--- config.mk ---
export PLATFORM = sky130hd
export DESIGN_NAME = uart_frame_rx
export DESIGN_NICKNAME = d
export VERILOG_FILES = /design/src/rtl/uart_frame_pkg.sv /design/src/rtl/uart_frame_buf.sv /design/src/rtl/uart_frame_rx.sv
export SDC_FILE = /design/constraint.sdc
export NUM_CORES = 1
export LEC_CHECK = 0
export BUFFER_PORTS_ARGS = -buffer_cell sky130_fd_sc_hd__buf_2
export CAP_MARGIN = 10
export CORE_UTILIZATION = 29
export CTS_CLUSTER_SIZE = 40
export DETAILED_ROUTE_END_ITERATION = 12
export PLACE_DENSITY_LB_ADDON = 0.1
export SETUP_SLACK_MARGIN = 0.5
export SLEW_MARGIN = 20
export SYNTH_ARGS = -nofsm -noshare
export SYNTH_HDL_FRONTEND = slang
export SYNTH_SLANG_ARGS = --single-unit
--- constraint.sdc ---
create_clock -name clk -period 3.25 [get_ports clk]
set_clock_uncertainty 0.2 [all_clocks]
set_input_delay 0.65 -clock clk [delete_from_list [all_inputs] [get_ports clk]]
set_output_delay 0.65 -clock clk [all_outputs]
set_load 0.05 [all_outputs]
--- src/rtl/uart_frame_pkg.sv ---
// Shared constants for the UART frame deframer: state encoding, error codes, header defaults.
package uart_frame_pkg;

  localparam int unsigned ST_W  = 3;
  localparam int unsigned ERR_W = 2;

  typedef logic [ST_W-1:0] state_t;

  localparam state_t ST_HUNT0 = 3'd0;
  localparam state_t ST_HUNT1 = 3'd1;
  localparam state_t ST_LEN   = 3'd2;
  localparam state_t ST_DATA  = 3'd3;
  localparam state_t ST_CSUM  = 3'd4;
  localparam state_t ST_OUT   = 3'd5;

  localparam logic [ERR_W-1:0] ERR_LEN  = 2'd0;
  localparam logic [ERR_W-1:0] ERR_CSUM = 2'd1;
  localparam logic [ERR_W-1:0] ERR_TMO  = 2'd2;
  localparam logic [ERR_W-1:0] ERR_OVR  = 2'd3;

  localparam logic [7:0] HDR0_DEF = 8'h55;
  localparam logic [7:0] HDR1_DEF = 8'hAA;

endpackage

--- src/rtl/uart_frame_buf.sv ---
// Payload register file: one synchronous write port, one combinational read port.
module uart_frame_buf #(
  parameter int unsigned DEPTH = 16,
  parameter int unsigned AW    = 4
) (
  input  logic          clk,
  input  logic          i_we,
  input  logic [AW-1:0] i_waddr,
  input  logic [7:0]    i_wdata,
  input  logic [AW-1:0] i_raddr,
  output logic [7:0]    o_rdata
);

  logic [7:0] r_mem [DEPTH];

  always_ff @(posedge clk) begin
    if (i_we) r_mem[i_waddr] <= i_wdata;
  end

  assign o_rdata = r_mem[i_raddr];

endmodule

--- src/rtl/uart_frame_rx.sv ---
// Deframer: hunts for the two-byte header, buffers length+payload, verifies the additive
// checksum, then releases the payload on a valid/ready stream; errors pulse with a code.
module uart_frame_rx
  import uart_frame_pkg::*;
#(
  parameter int unsigned MAX_LEN     = 16,
  parameter logic [7:0]  HDR0        = HDR0_DEF,
  parameter logic [7:0]  HDR1        = HDR1_DEF,
  parameter logic [31:0] TIMEOUT_CYC = 32'd3840
) (
  input  logic       clk,
  input  logic       rst_n,
  input  logic       rx_vld_i,
  input  logic [7:0] rx_data_i,
  output logic       pl_vld_o,
  output logic [7:0] pl_data_o,
  output logic       pl_last_o,
  input  logic       pl_rdy_i,
  output logic       frm_ok_o,
  output logic       frm_err_o,
  output logic [1:0] err_code_o,
  output logic       busy_o
);

  localparam int unsigned AW = (MAX_LEN > 1) ? $clog2(MAX_LEN) : 1;

  state_t          r_state;
  state_t          w_state_nxt;
  logic [7:0]      r_len;
  logic [7:0]      r_csum;
  logic [AW-1:0]   r_wr_idx;
  logic [AW-1:0]   r_rd_idx;
  logic [AW-1:0]   w_rd_idx_nxt;
  logic [31:0]     r_idle;
  logic            r_pl_vld;
  logic            r_pl_last;
  logic            r_frm_ok;
  logic            r_frm_err;
  logic [ERR_W-1:0] r_err_code;
  logic            r_busy;

  logic            w_ok;
  logic            w_err;
  logic [ERR_W-1:0] w_err_code;
  logic            w_len_ld;
  logic            w_wr_en;
  logic            w_tmo;
  logic            w_len_bad;
  logic            w_data_last;
  logic            w_xfer;
  logic [7:0]      w_rd_data;

  assign w_tmo       = (r_idle == TIMEOUT_CYC);
  assign w_len_bad   = (rx_data_i == 8'd0) || (rx_data_i > 8'(MAX_LEN));
  assign w_data_last = (8'(r_wr_idx) == (r_len - 8'd1));
  assign w_xfer      = r_pl_vld & pl_rdy_i;

  // State register
  always_ff @(posedge clk) begin
    if (rst_n) r_state <= ST_HUNT0;
    else       r_state <= w_state_nxt;
  end

  // Next-state logic; a timeout wins over a byte arriving in the same cycle
  always_comb begin
    w_state_nxt = r_state;
    case (r_state)
      ST_HUNT0: if (rx_vld_i && (rx_data_i == HDR0)) w_state_nxt = ST_HUNT1;
      ST_HUNT1: begin
        if (w_tmo) w_state_nxt = ST_HUNT0;
        else if (rx_vld_i) begin
          if (rx_data_i == HDR1)      w_state_nxt = ST_LEN;
          else if (rx_data_i != HDR0) w_state_nxt = ST_HUNT0;
        end
      end
      ST_LEN: begin
        if (w_tmo)         w_state_nxt = ST_HUNT0;
        else if (rx_vld_i) w_state_nxt = w_len_bad ? ST_HUNT0 : ST_DATA;
      end
      ST_DATA: begin
        if (w_tmo)                         w_state_nxt = ST_HUNT0;
        else if (rx_vld_i && w_data_last)  w_state_nxt = ST_CSUM;
      end
      ST_CSUM: begin
        if (w_tmo)         w_state_nxt = ST_HUNT0;
        else if (rx_vld_i) w_state_nxt = (rx_data_i == r_csum) ? ST_OUT : ST_HUNT0;
      end
      ST_OUT:  if (w_xfer && r_pl_last) w_state_nxt = ST_HUNT0;
      default: w_state_nxt = ST_HUNT0;
    endcase
  end

  // Per-state actions: pulses, error code, buffer write and read-index update
  always_comb begin
    w_ok         = 1'b0;
    w_err        = 1'b0;
    w_err_code   = ERR_LEN;
    w_len_ld     = 1'b0;
    w_wr_en      = 1'b0;
    w_rd_idx_nxt = r_rd_idx;
    case (r_state)
      ST_HUNT1: if (w_tmo) begin w_err = 1'b1; w_err_code = ERR_TMO; end
      ST_LEN: begin
        if (w_tmo) begin
          w_err = 1'b1; w_err_code = ERR_TMO;
        end else if (rx_vld_i) begin
          if (w_len_bad) begin w_err = 1'b1; w_err_code = ERR_LEN; end
          else           w_len_ld = 1'b1;
        end
      end
      ST_DATA: begin
        if (w_tmo)         begin w_err = 1'b1; w_err_code = ERR_TMO; end
        else if (rx_vld_i) w_wr_en = 1'b1;
      end
      ST_CSUM: begin
        if (w_tmo) begin
          w_err = 1'b1; w_err_code = ERR_TMO;
        end else if (rx_vld_i) begin
          if (rx_data_i == r_csum) begin w_ok = 1'b1; w_rd_idx_nxt = '0; end
          else                     begin w_err = 1'b1; w_err_code = ERR_CSUM; end
        end
      end
      ST_OUT: begin
        if (rx_vld_i) begin w_err = 1'b1; w_err_code = ERR_OVR; end
        if (w_xfer)   w_rd_idx_nxt = r_rd_idx + AW'(1);
      end
      default: ;
    endcase
  end

  // Datapath and registered outputs
  always_ff @(posedge clk) begin
    if (rst_n) begin
      r_len      <= '0;
      r_csum     <= '0;
      r_wr_idx   <= '0;
      r_rd_idx   <= '0;
      r_idle     <= '0;
      r_pl_vld   <= 1'b0;
      r_pl_last  <= 1'b0;
      r_frm_ok   <= 1'b0;
      r_frm_err  <= 1'b0;
      r_err_code <= '0;
      r_busy     <= 1'b0;
    end else begin
      if (w_len_ld) begin
        r_len    <= rx_data_i;
        r_csum   <= rx_data_i;
        r_wr_idx <= '0;
      end else if (w_wr_en) begin
        r_csum   <= r_csum + rx_data_i;
        r_wr_idx <= r_wr_idx + AW'(1);
      end
      r_rd_idx <= w_rd_idx_nxt;
      if (rx_vld_i || (r_state == ST_HUNT0) || (r_state == ST_OUT)) r_idle <= '0;
      else if (r_idle != TIMEOUT_CYC)                               r_idle <= r_idle + 32'd1;
      r_pl_vld  <= (w_state_nxt == ST_OUT);
      r_pl_last <= (w_state_nxt == ST_OUT) && (8'(w_rd_idx_nxt) == (r_len - 8'd1));
      r_frm_ok  <= w_ok;
      r_frm_err <= w_err;
      if (w_err) r_err_code <= w_err_code;
      r_busy    <= (w_state_nxt != ST_HUNT0);
    end
  end

  uart_frame_buf #(
    .DEPTH (MAX_LEN),
    .AW    (AW)
  ) u_buf (
    .clk     (clk),
    .i_we    (w_wr_en),
    .i_waddr (r_wr_idx),
    .i_wdata (rx_data_i),
    .i_raddr (r_rd_idx),
    .o_rdata (w_rd_data)
  );

  assign pl_vld_o   = r_pl_vld;
  assign pl_data_o  = r_pl_vld ? w_rd_data : 8'd0;
  assign pl_last_o  = r_pl_last;
  assign frm_ok_o   = r_frm_ok;
  assign frm_err_o  = r_frm_err;
  assign err_code_o = r_err_code;
  assign busy_o     = r_busy;

endmodule
# ---- After elaboration in Yosys (flattened, before gate mapping)
# Memory sizes are Yosys's and may differ from the RTL's. A register that Yosys moved wholly into a read port is not among the register bits.
# Cells that the tools add are included.
# Widths: inputs -> output; s select.
dict set report totals {
  out_inout_bits 15
  reg_bits 66
  elab_cells 100
  in_bits 12
  mem_count 1
  mem_bits_rw 128
}
dict set report op_classes {
  addsub 5
  muxes 48
  n_reduce_logical 16
  bitwise_logic 3
  n_lt_le_gt_ge 1
  n_eq_ne 14
}
# name depth width rd rd_ports_with_merged_regs wr line_no
set memory_table {}
lappend memory_table {u_buf.r_mem 16 8 1 1 1 uart_frame_buf.sv:14} ;# logic [7:0] r_mem [DEPTH];
# operator count
set ops {}
lappend ops {{$mux 3} 13}
lappend ops {{$add 32x1->32 const B} 1}
lappend ops {{$eq 32x12->1 const B} 1}
lappend ops {{$ne 32x12->1 const B} 1}
lappend ops {{$mux 8} 3}
lappend ops {{$mux 4} 5}
lappend ops {{$mux 1} 19}
lappend ops {{$pmux 3 s6} 1}
lappend ops {{$eq 4x8->1} 2}
lappend ops {{$eq 3x3->1 const B} 3}
lappend ops {{$add 4x1->4 const B} 2}
lappend ops {{$add 8x8->8} 1}
lappend ops {{$eq 8x7->1 const B} 1}
lappend ops {{$eq 8x8->1} 1}
lappend ops {{$eq 8x8->1 const B} 1}
lappend ops {{$gt 8x5->1 const B} 1}
lappend ops {{$logic_not 8->1} 1}
lappend ops {{$mux 2} 4}
lappend ops {{$ne 8x7->1 const B} 1}
lappend ops {{$pmux 4 s2} 1}
lappend ops {{$sub 8x1->8 const B} 1}
lappend ops {{$eq 3x2->1 const B} 2}
lappend ops {{$pmux 2 s3} 1}
lappend ops {{$reduce_or 2->1} 3}
lappend ops {{other kinds (11)} 17}

# ---- Logic depth before layout (Yosys ltp)
# Gate-level depths: netlist of the first run.
dict set report logic_depth {
  word_depth 8
  depth_mapped 10
  depth_no_buf 10
}

# ---- Hierarchy
# Synthesis of the first run repeated with hierarchy kept, for this count alone.
dict set report hier_totals {
  cells_unflattened 648
  area_unflattened_um2 8495.6
}
# mod area_each_um2 instances seq_area_each_um2 cells_per_inst
set by_module_without_submodules {}
lappend by_module_without_submodules {uart_frame_buf 4987.3 1 3843.7 221}
lappend by_module_without_submodules {uart_frame_rx 3508.4 1 1321.3 427}

# ---- Least setup slack after synthesis of the first run
# OpenSTA, ideal clock, no wires.
dict set report synth_path {
  path_kind {reg2out}
  startpoint {register r_rd_idx[0] (netlist name)}
  endpoint {output port pl_data_o[0]}
  setup_slack_ns -0.090
  path_stages_with_launch 6
  required_ns 2.400
  path_buffers 2
  arrival_ns 2.490
  cell_sequence {dfxtp_1 clkbuf_1 buf_2 mux4_2 mux4_2 and2_1}
}
# element line_no
set synth_lines {}
lappend synth_lines {{end: declaration} uart_frame_rx.sv:16} ;# output logic [7:0] pl_data_o,

==> flow_summary_export.csv, run 1 <==
group,metric,value,unit
outcome,outcome,"finished, violations left",
outcome,violations,"negative setup slack",
floorplanning,die_y,174,µm
setup_path,worstSetupPathType,"reg2out",
setup_path,path_max_fanout,6,
synthesis,synth_area_per_cell,13.4,µm²
synthesis,synthFlopType,"edfxtp_1",
global_route,grt_usage,15.0,%
synthesis,syn-num-nets,669,
setup_path,cp-start-kind,"flip-flop",
cells_and_area,final_common_cell,"edfxtp_1",
global_route,grt_max_degree,33,
global_route,grt_pass1_wl,33.7,mm
clock_tree,clockBufferDepth,2,
place,routabilityCongestion,0.804,
setup_path,crit_buf_inv,3,
power_and_ir_drop,power_density,475,nW/µm²
global_route,gr-total-overflow,0,
synthesis,synth-edff-count,128,
floorplanning,core_area,28900,µm²
timing,relSlewSlack,59.4,%
routing,drt_iter0_drc,361,
synthesis,synth-seq-cells,194,
cells_and_area,final_util,35.8,%
setup_path,end_kind,"output pin",
cells_and_area,finalNetCount,731,
timing,hold_violations,0,
timing,period_share,102,%
setup_path,slowest_stage,"mux4_2",
clock_tree,worstSkewPairLatency,0.44,ns
floorplanning,dieWidth,174,µm
power_and_ir_drop,p_leak,3.38,nW
timing,setup_ws,-0.0797,ns
routing,vias_per_cell,4.89,
hold_path,hold_class,"reg2reg",
clock_tree,cts_made_buffers,17,
run,maxCapViolCount,0,
power_and_ir_drop,report.power.total,0.00491,W
cells_and_area,drive_above_1_share,26.7,%
setup_path,crit_family,"multiplexers",
global_route,grt_pass1_vias,5564,
clock_tree,hold_buffers,0,
synthesis,synth_async_sr_flop_share,0,%
cells_and_area,final_cell_mix,"edfxtp_1, nor2_1, dfxtp_1, mux4_2, buf_4",
setup_path,crit_chain,"buf_6 > buf_16 > mux4_2 > mux4_2 > and2_4 > buf_6",
global_route,antenna_found_initial,0,
timing,final.min_clock_period,3.33,ns
routing,drc,0,
floorplanning,initial_utilization,29.7,%
place,dp_slack,0.189,ns
timing,rsz0062_at_grt,"yes",
routing,wl,21.5,mm
setup_path,required,2.40,ns
floorplanning,rows,62,
floorplanning,io_pins,27,
clock_tree,clock-sinks,194,
clock_tree,cts_root_buf,"clkbuf_16",
place,place_hpwl,14.3,mm
routing,via_count,5378,
synthesis,synth_warnings,0,
power_and_ir_drop,ir_drop,0.333,mV
synthesis,netlist_instances,641,
synthesis,syn_area,8570,µm²
timing,slew_viol_final,0,
routing,first_pass_iters,6,
setup_path,slowest_delay,0.55,ns
synthesis,yosysUniqueCellTypes,54,
routing,wl_per_cell,19.5,µm
synthesis,ys_seq_area_share,60.3,%
clock_tree,cts_tree,"built",
clock_tree,h-tree-depth,4,
cells_and_area,syn_to_final_growth,20.7,%
setup_path,crit_arrival,2.48,ns
place,io_buffers,26,
clock_tree,path_clk_slew,0.08,ns
timing,fmax,300,MHz
routing,antenna_left,0,
cells_and_area,n_antenna_cell,0,
timing,worstMarginPinSlew,0.600,ns
timing,setup_viol,8,
floorplanning,fp.dieArea,30200,µm²
-- cell usage after synthesis, types with 16 or more instances --
master | instances | area, µm²
dfxtp_1 | 66 | 1320
clkbuf_1 | 21 | 78.8
mux4_2 | 40 | 901
nand3_1 | 16 | 80.1
nand2_1 | 32 | 120
a21oi_1 | 24 | 120
edfxtp_1 | 128 | 3840
xnor2_1 | 18 | 158
nor3_1 | 18 | 90.1
xor2_1 | 32 | 280
nor2_1 | 77 | 289
-- worst paths after layout --
kind / start / end / slack, ns / depth (start not counted)
worst max register to register: r_len[0] / busy_o / 0.57 / 7
worst max-delay path: r_rd_idx[0] / pl_data_o[3] / -0.08 / 6
worst min register to register: r_len[7] / r_len[7] / 0.26 / 1
worst min-delay path: r_len[7] / r_len[7] / 0.26 / 1
-- power by group --
group          internal [W]  switching, W
Sequential          0.00262  0.0000000797
Combinational     0.0000253     0.0000662
Clock               0.00118       0.00103
-- sequential cells by signal, indices dropped and copies added, names as in the netlist --
register     cells
pl_vld_o         1
pl_last_o        1
err_code_o       2
r_state          3
frm_ok_o         1
r_wr_idx         4
u_buf.r_mem    128
r_len            8
r_idle          32
r_csum           8
frm_err_o        1
busy_o           1
r_rd_idx         4
-- logic make-up after synthesis --
family	share of synthesized area [%]
muxes	11.2
DFF	60.3
xor gates and xnor gates	5.11
buffers and inverters	2.48
adders and majority gates	2.42
and+or+nand+nor	14.2
AOI/OAI and AO/OA	4.29
-- layout make-up --
class / instances / area (µm²)
Clock buffer: 17 / 425
Clock inverter: 15 / 188
Fill cell: 2819 / 18500
Inverter: 15 / 56.3
Multi-Input combinational cell: 404 / 3370
Sequential cell: 194 / 5180
Tap cell: 384 / 480
Timing Repair Buffer: 71 / 646
-- routing by layer --
metal / vias up / share of wire, % / GRT usage (%)
li1: 2522 / - / -
met1: 2755 / 47 / 20.4
met2: 89 / 48 / 24.0
met3: 12 / 4.0 / 3.27
met4: 0 / 0.96 / 4.06
met5: - / 0 / 0
-- stage by stage --
step / instances / area [µm²] / TNS, ns / hold WS, ns
after global placement: 1059 / 9460 / 0 / 0.249
after detailed placement: 1059 / 9460 / 0 / 0.246
after global routing: 1100 / 10300 / -0.926 / 0.290
after CTS: 1097 / 10300 / -0.700 / 0.270
final: 1100 / 10300 / -0.435 / 0.263
after floorplan: 641 / 8730 / 0 / 0.231
-- what timing repair did --
item,CTS,global route
gates resized for setup,30,12
setup buffers,3,3
pin swaps,5,3
gates cloned,3,0
setup endpoints to repair,10,144
Power figures use the tool's default switching activity.
==> inputs of run 2 (changes only) <==
Settings changed: CORE_ASPECT_RATIO set to 0.9.
Clock period 3.25 ns to 4.2 ns, I/O delays scaled along.
==> flow_summary_export.csv, run 2 (synthesis gave the netlist of run 1 again) <==
group,metric,value,unit
power_and_ir_drop,intPower,0.00284,W
clock_tree,cts_tree,"built",
floorplanning,initial_utilization,29.5,%
global_route,grt_pass1_vias,5455,
cells_and_area,drive_above_1_share,20.4,%
run,maxCapViolCount,0,
timing,slew_viol_final,0,
floorplanning,core_area,29000,µm²
place,placed_cell_area,9270,µm²
cells_and_area,largest_reg_flops,128,
timing,final.min_clock_period,3.60,ns
clock_tree,worstSkewPairLatency,0.44,ns
timing,worstMarginPinSlew,0.944,ns
power_and_ir_drop,comb_power_share,1.8,%
power_and_ir_drop,p_clk_share,43.5,%
setup_path,required,3.16,ns
timing,fmax,278,MHz
routing,via_count,5313,
place,dpl.cell_count,1064,
global_route,gr-total-overflow,0,
setup_path,crit_chain,"buf_12 > mux4_2 > mux4_2 > and2_1 > buf_2",
routing,drc,0,
floorplanning,dieWidth,183,µm
routing,wl_per_cell,19.6,µm
global_route,grt_max_degree,37,
setup_path,crit_buf_inv,2,
power_and_ir_drop,p_sw,0.000867,W
setup_path,crit_arrival,2.56,ns
routing,antenna_left,0,
power_and_ir_drop,switching_share,23.4,%
clock_tree,cts_made_buffers,17,
timing,tns,0,ns
setup_path,end_kind,"output pin",
routing,vias_per_cell,4.83,
setup_path,slowest_stage,"mux4_2",
power_and_ir_drop,seqPwrFrac,54.6,%
power_and_ir_drop,power_density,374,nW/µm²
global_route,grt_pass1_wl,33.0,mm
timing,setup_ws,0.605,ns
global_route,antenna_found_initial,0,
clock_tree,hold_buffers,0,
routing,wl,21.5,mm
setup_path,slowest_delay,0.55,ns
outcome,outcome,"finished clean",
place,routabilityCongestion,0.745,
power_and_ir_drop,ir_drop,0.281,mV
clock_tree,clock-sinks,194,
cells_and_area,reg_top3,"u_buf.r_mem: 128 flops, r_idle: 32 flops",
timing,period_share,85.6,%
place,dp_slack,0.430,ns
timing,relSlewSlack,36.9,%
floorplanning,rows,59,
hold_path,hold_class,"reg2reg",
timing,hold_violations,0,
setup_path,crit_family,"multiplexers",
setup_path,crit_top_cell,"mux4_2",
global_route,grt_usage,15.1,%
place,io_buffers,26,
clock_tree,path_clk_slew,0.08,ns
floorplanning,die_y,165,µm
power_and_ir_drop,report.power.total,0.00371,W
setup_path,worstSetupPathType,"reg2out",
power_and_ir_drop,p_leak,3.22,nW
clock_tree,cts_root_buf,"clkbuf_16",
timing,setup_viol,0,
setup_path,path_max_fanout,10,
cells_and_area,stdcell_count,1099,
clock_tree,h-tree-depth,4,
cells_and_area,regArea,5170,µm²
place,place_hpwl,14.2,mm
cells_and_area,multi_input_area,3190,µm²
timing,rsz0062_at_grt,"no",
cells_and_area,n_fill_cell,2825,
clock_tree,clockBufferDepth,2,
cells_and_area,final_cell_mix,"edfxtp_1, nor2_1, dfxtp_1, mux4_2",
cells_and_area,top_register,"u_buf.r_mem",
routing,drt_iter0_drc,314,
cells_and_area,final_common_cell,"edfxtp_1",
setup_path,cp-start-kind,"flip-flop",
cells_and_area,syn_to_final_growth,15.8,%
cells_and_area,final_area,9920,µm²
cells_and_area,finalNetCount,717,
floorplanning,fp.dieArea,30200,µm²
routing,first_pass_iters,6,
floorplanning,io_pins,27,
-- run 2: through the flow --
stage,hold WS (ns),utilization [%]
after floorplan,0.231,-
after global placement,0.246,32.0
after detailed placement,0.248,32.0
after CTS,0.263,34.1
after global routing,0.272,34.2
final,0.265,34.2
-- run 2: layout make-up --
class	instances	share of cell area, %
repair buffers	57	4.20
diodes	1	0.0252
flip-flops and latches	194	52.1
inverters	15	0.567
multi-input cells	404	32.2
clock inverters	15	1.65
well taps	396	4.99
clock buffers	17	4.29
-- run 2: power by group through the flow --
stage | registers, W | logic (W) | clock network [W]
floorplan | 0.00207 | 0.0000227 | 0
global placement | 0.00207 | 0.0000671 | 0
detailed placement | 0.00207 | 0.0000690 | 0
CTS | 0.00203 | 0.0000691 | 0.00166
global route | 0.00203 | 0.0000738 | 0.00173
finish | 0.00203 | 0.0000676 | 0.00162
-- run 2: worst reg2reg max path, delay by kind of cell, from the launching register on --
kind | cells | cell delay (ns)
buf+inv | 1 | 0.08
simple gates | 5 | 1.97
flops | 1 | 0.58
-- run 2: layer usage --
layer | part of all wire [%] | vias up | GRT usage [%] | wire [µm]
li1 | - | 2499 | - | -
met1 | 48 | 2706 | 20.4 | 10400
met2 | 48 | 99 | 24.6 | 10300
met3 | 3.4 | 9 | 3.16 | 725
met4 | 0.77 | 0 | 3.83 | 165
met5 | 0 | - | 0 | 0
-- run 2: final timing paths --
kind / startpoint / end / slack (ns) / cells past startpoint
max: r_rd_idx[0] / pl_data_o[3] / 0.60 / 5
min: err_code_o[1] / err_code_o[1] / 0.26 / 2
max reg2reg: r_state[0] / u_buf.r_mem[8][7] / 1.00 / 6
min reg2reg: err_code_o[1] / err_code_o[1] / 0.26 / 2
-- run 2: what timing repair did --
action                                  in CTS  in global routing
hold endpoints to repair                     0                  0
endpoints found under the setup margin       1                  7
gates cloned                                 1                  1
buffers inserted                             0                  0
resized for setup                            0                  3
==> inputs of run 3 (changes only) <==
Settings changed: BUFFER_PORTS_ARGS -buffer_cell sky130_fd_sc_hd__buf_2 to unset, DONT_BUFFER_PORTS set to 1.
==> flow_summary_export.csv, run 3 (synthesis gave the netlist of run 1 again) <==
group,metric,value,unit
timing,fmax,279,MHz
floorplanning,io_pins,27,
timing,worstMarginPinSlew,1.02,ns
clock_tree,cts_made_buffers,17,
cells_and_area,reg_top3,"u_buf.r_mem: 128 flops, r_idle: 32 flops",
clock_tree,cts_root_buf,"clkbuf_16",
clock_tree,clockBufferDepth,2,
timing,period_share,85.2,%
place,placed_cell_area,9110,µm²
routing,wl_per_cell,19.0,µm
place,place_hpwl,13.0,mm
cells_and_area,finalNetCount,688,
clock_tree,hold_buffers,0,
timing,hold_ws,0.257,ns
power_and_ir_drop,p_leak,3.07,nW
clock_tree,h-tree-depth,4,
cells_and_area,final_util,33.6,%
setup_path,crit_start,"r_rd_idx[1]",
timing,tns,0,ns
floorplanning,core_area,29000,µm²
cells_and_area,top_register,"u_buf.r_mem",
setup_path,crit_top_cell,"mux4_2",
power_and_ir_drop,ir_drop,0.269,mV
clock_tree,clock-sinks,194,
setup_path,reg2reg_from,"r_state[0]",
outcome,outcome,"finished clean",
clock_tree,worstSkewPairLatency,0.44,ns
timing,rsz0062_at_grt,"no",
floorplanning,initial_utilization,29.5,%
power_and_ir_drop,power_density,378,nW/µm²
routing,drt_iter0_drc,365,
timing,slew_viol_final,0,
setup_path,slowest_stage,"mux4_2",
timing,setup_viol,0,
setup_path,crit_arrival,2.54,ns
hold_path,worstHoldStart,"r_csum[4]",
cells_and_area,final_cell_mix,"edfxtp_1, nor2_1, dfxtp_1, mux4_2",
power_and_ir_drop,report.power.total,0.00369,W
global_route,gr-total-overflow,0,
place,routabilityCongestion,0.779,
cells_and_area,largest_reg_flops,128,
hold_path,hold_class,"reg2reg",
global_route,antenna_found_initial,0,
cells_and_area,drive_above_1_share,16.8,%
global_route,grt_pass1_vias,5100,
setup_path,end_kind,"output pin",
cells_and_area,syn_to_final_growth,13.7,%
setup_path,worstSetupPathType,"reg2out",
floorplanning,rows,59,
routing,antenna_left,0,
setup_path,crit_family,"multiplexers",
routing,drc,0,
routing,first_pass_iters,5,
place,io_buffers,0,
routing,wl,20.2,mm
setup_path,cp-start-kind,"flip-flop",
setup_path,crit_buf_inv,1,
routing,via_count,5115,
cells_and_area,final_area,9740,µm²
setup_path,path_max_fanout,36,
setup_path,slowest_delay,0.53,ns
timing,final.min_clock_period,3.58,ns
floorplanning,fp.dieArea,30200,µm²
setup_path,crit_chain,"buf_4 > mux4_2 > mux4_2 > and2_1",
timing,hold_violations,0,
routing,vias_per_cell,4.79,
floorplanning,die_y,165,µm
clock_tree,cts_tree,"built",
cells_and_area,n_antenna_cell,0,
global_route,grt_max_degree,37,
floorplanning,dieWidth,183,µm
run,maxCapViolCount,0,
setup_path,required,3.16,ns
global_route,grt_usage,14.0,%
cells_and_area,final_common_cell,"edfxtp_1",
clock_tree,path_clk_slew,0.07,ns
global_route,grt_pass1_wl,31.0,mm
timing,relSlewSlack,32.1,%
-- run 3: changes by cell type in the layout (fill, tap and decap cells not counted), sizes merged --
cell / delta
buf: -28
clkinv: -2
bufinv: +1
clkbuf: -1
diode: -1
-- run 3: worst paths after layout --
check / to / slack, ns / depth (start not counted)
setup / recovery: pl_data_o[0] / 0.62 / 4
hold / removal: r_csum[4] / 0.26 / 2
setup reg to reg: u_buf.r_mem[12][1] / 1.03 / 7
hold reg to reg: r_csum[4] / 0.26 / 2
-- run 3: per-layer routing --
layer  share of wire (%)  up-vias  global-route usage, %
li1                    -     2425                      -
met1                  49     2589                   19.7
met2                  46       90                   21.9
met3                 3.9       11                   3.07
met4                0.90        0                   3.98
met5                   0        -                      0
-- run 3: cell type report --
class / instances / area (µm²)
Sequential cell: 194 / 5170
Inverter: 15 / 56.3
Multi-Input combinational cell: 404 / 3190
Tap cell: 396 / 495
Fill cell: 2845 / 19300
Clock buffer: 17 / 425
Clock inverter: 14 / 165
Timing Repair Buffer: 28 / 235
-- run 3: power by group --
group	switching, W	internal, W	leakage, nW
sequential	0.000000112	0.00203	1.68
clock	0.000792	0.000846	0.279
combinational	0.0000104	0.00000824	1.11
total	0.000803	0.00288	3.07
-- run 3: tightest hold or removal path, cell delays in order (launching register included) --
cell and delay [ns]:
dfxtp_1 0.32, nand2_1 0.05, a21oi_1 0.05
-- run 3: what timing repair did --
action,CTS,global route
setup endpoints to repair,8,5
resized for setup,1,0
setup buffers,0,5
cloned,0,0
-- run 3: metrics by stage --
| step | setup WS, ns | instances |
|---|---|---|
| after floorplan | 0.670 | 641 |
| after global placement | 0.669 | 1032 |
| after detailed placement | 0.646 | 1032 |
| after CTS | 0.500 | 1063 |
| after global routing | 0.501 | 1068 |
| final | 0.621 | 1068 |
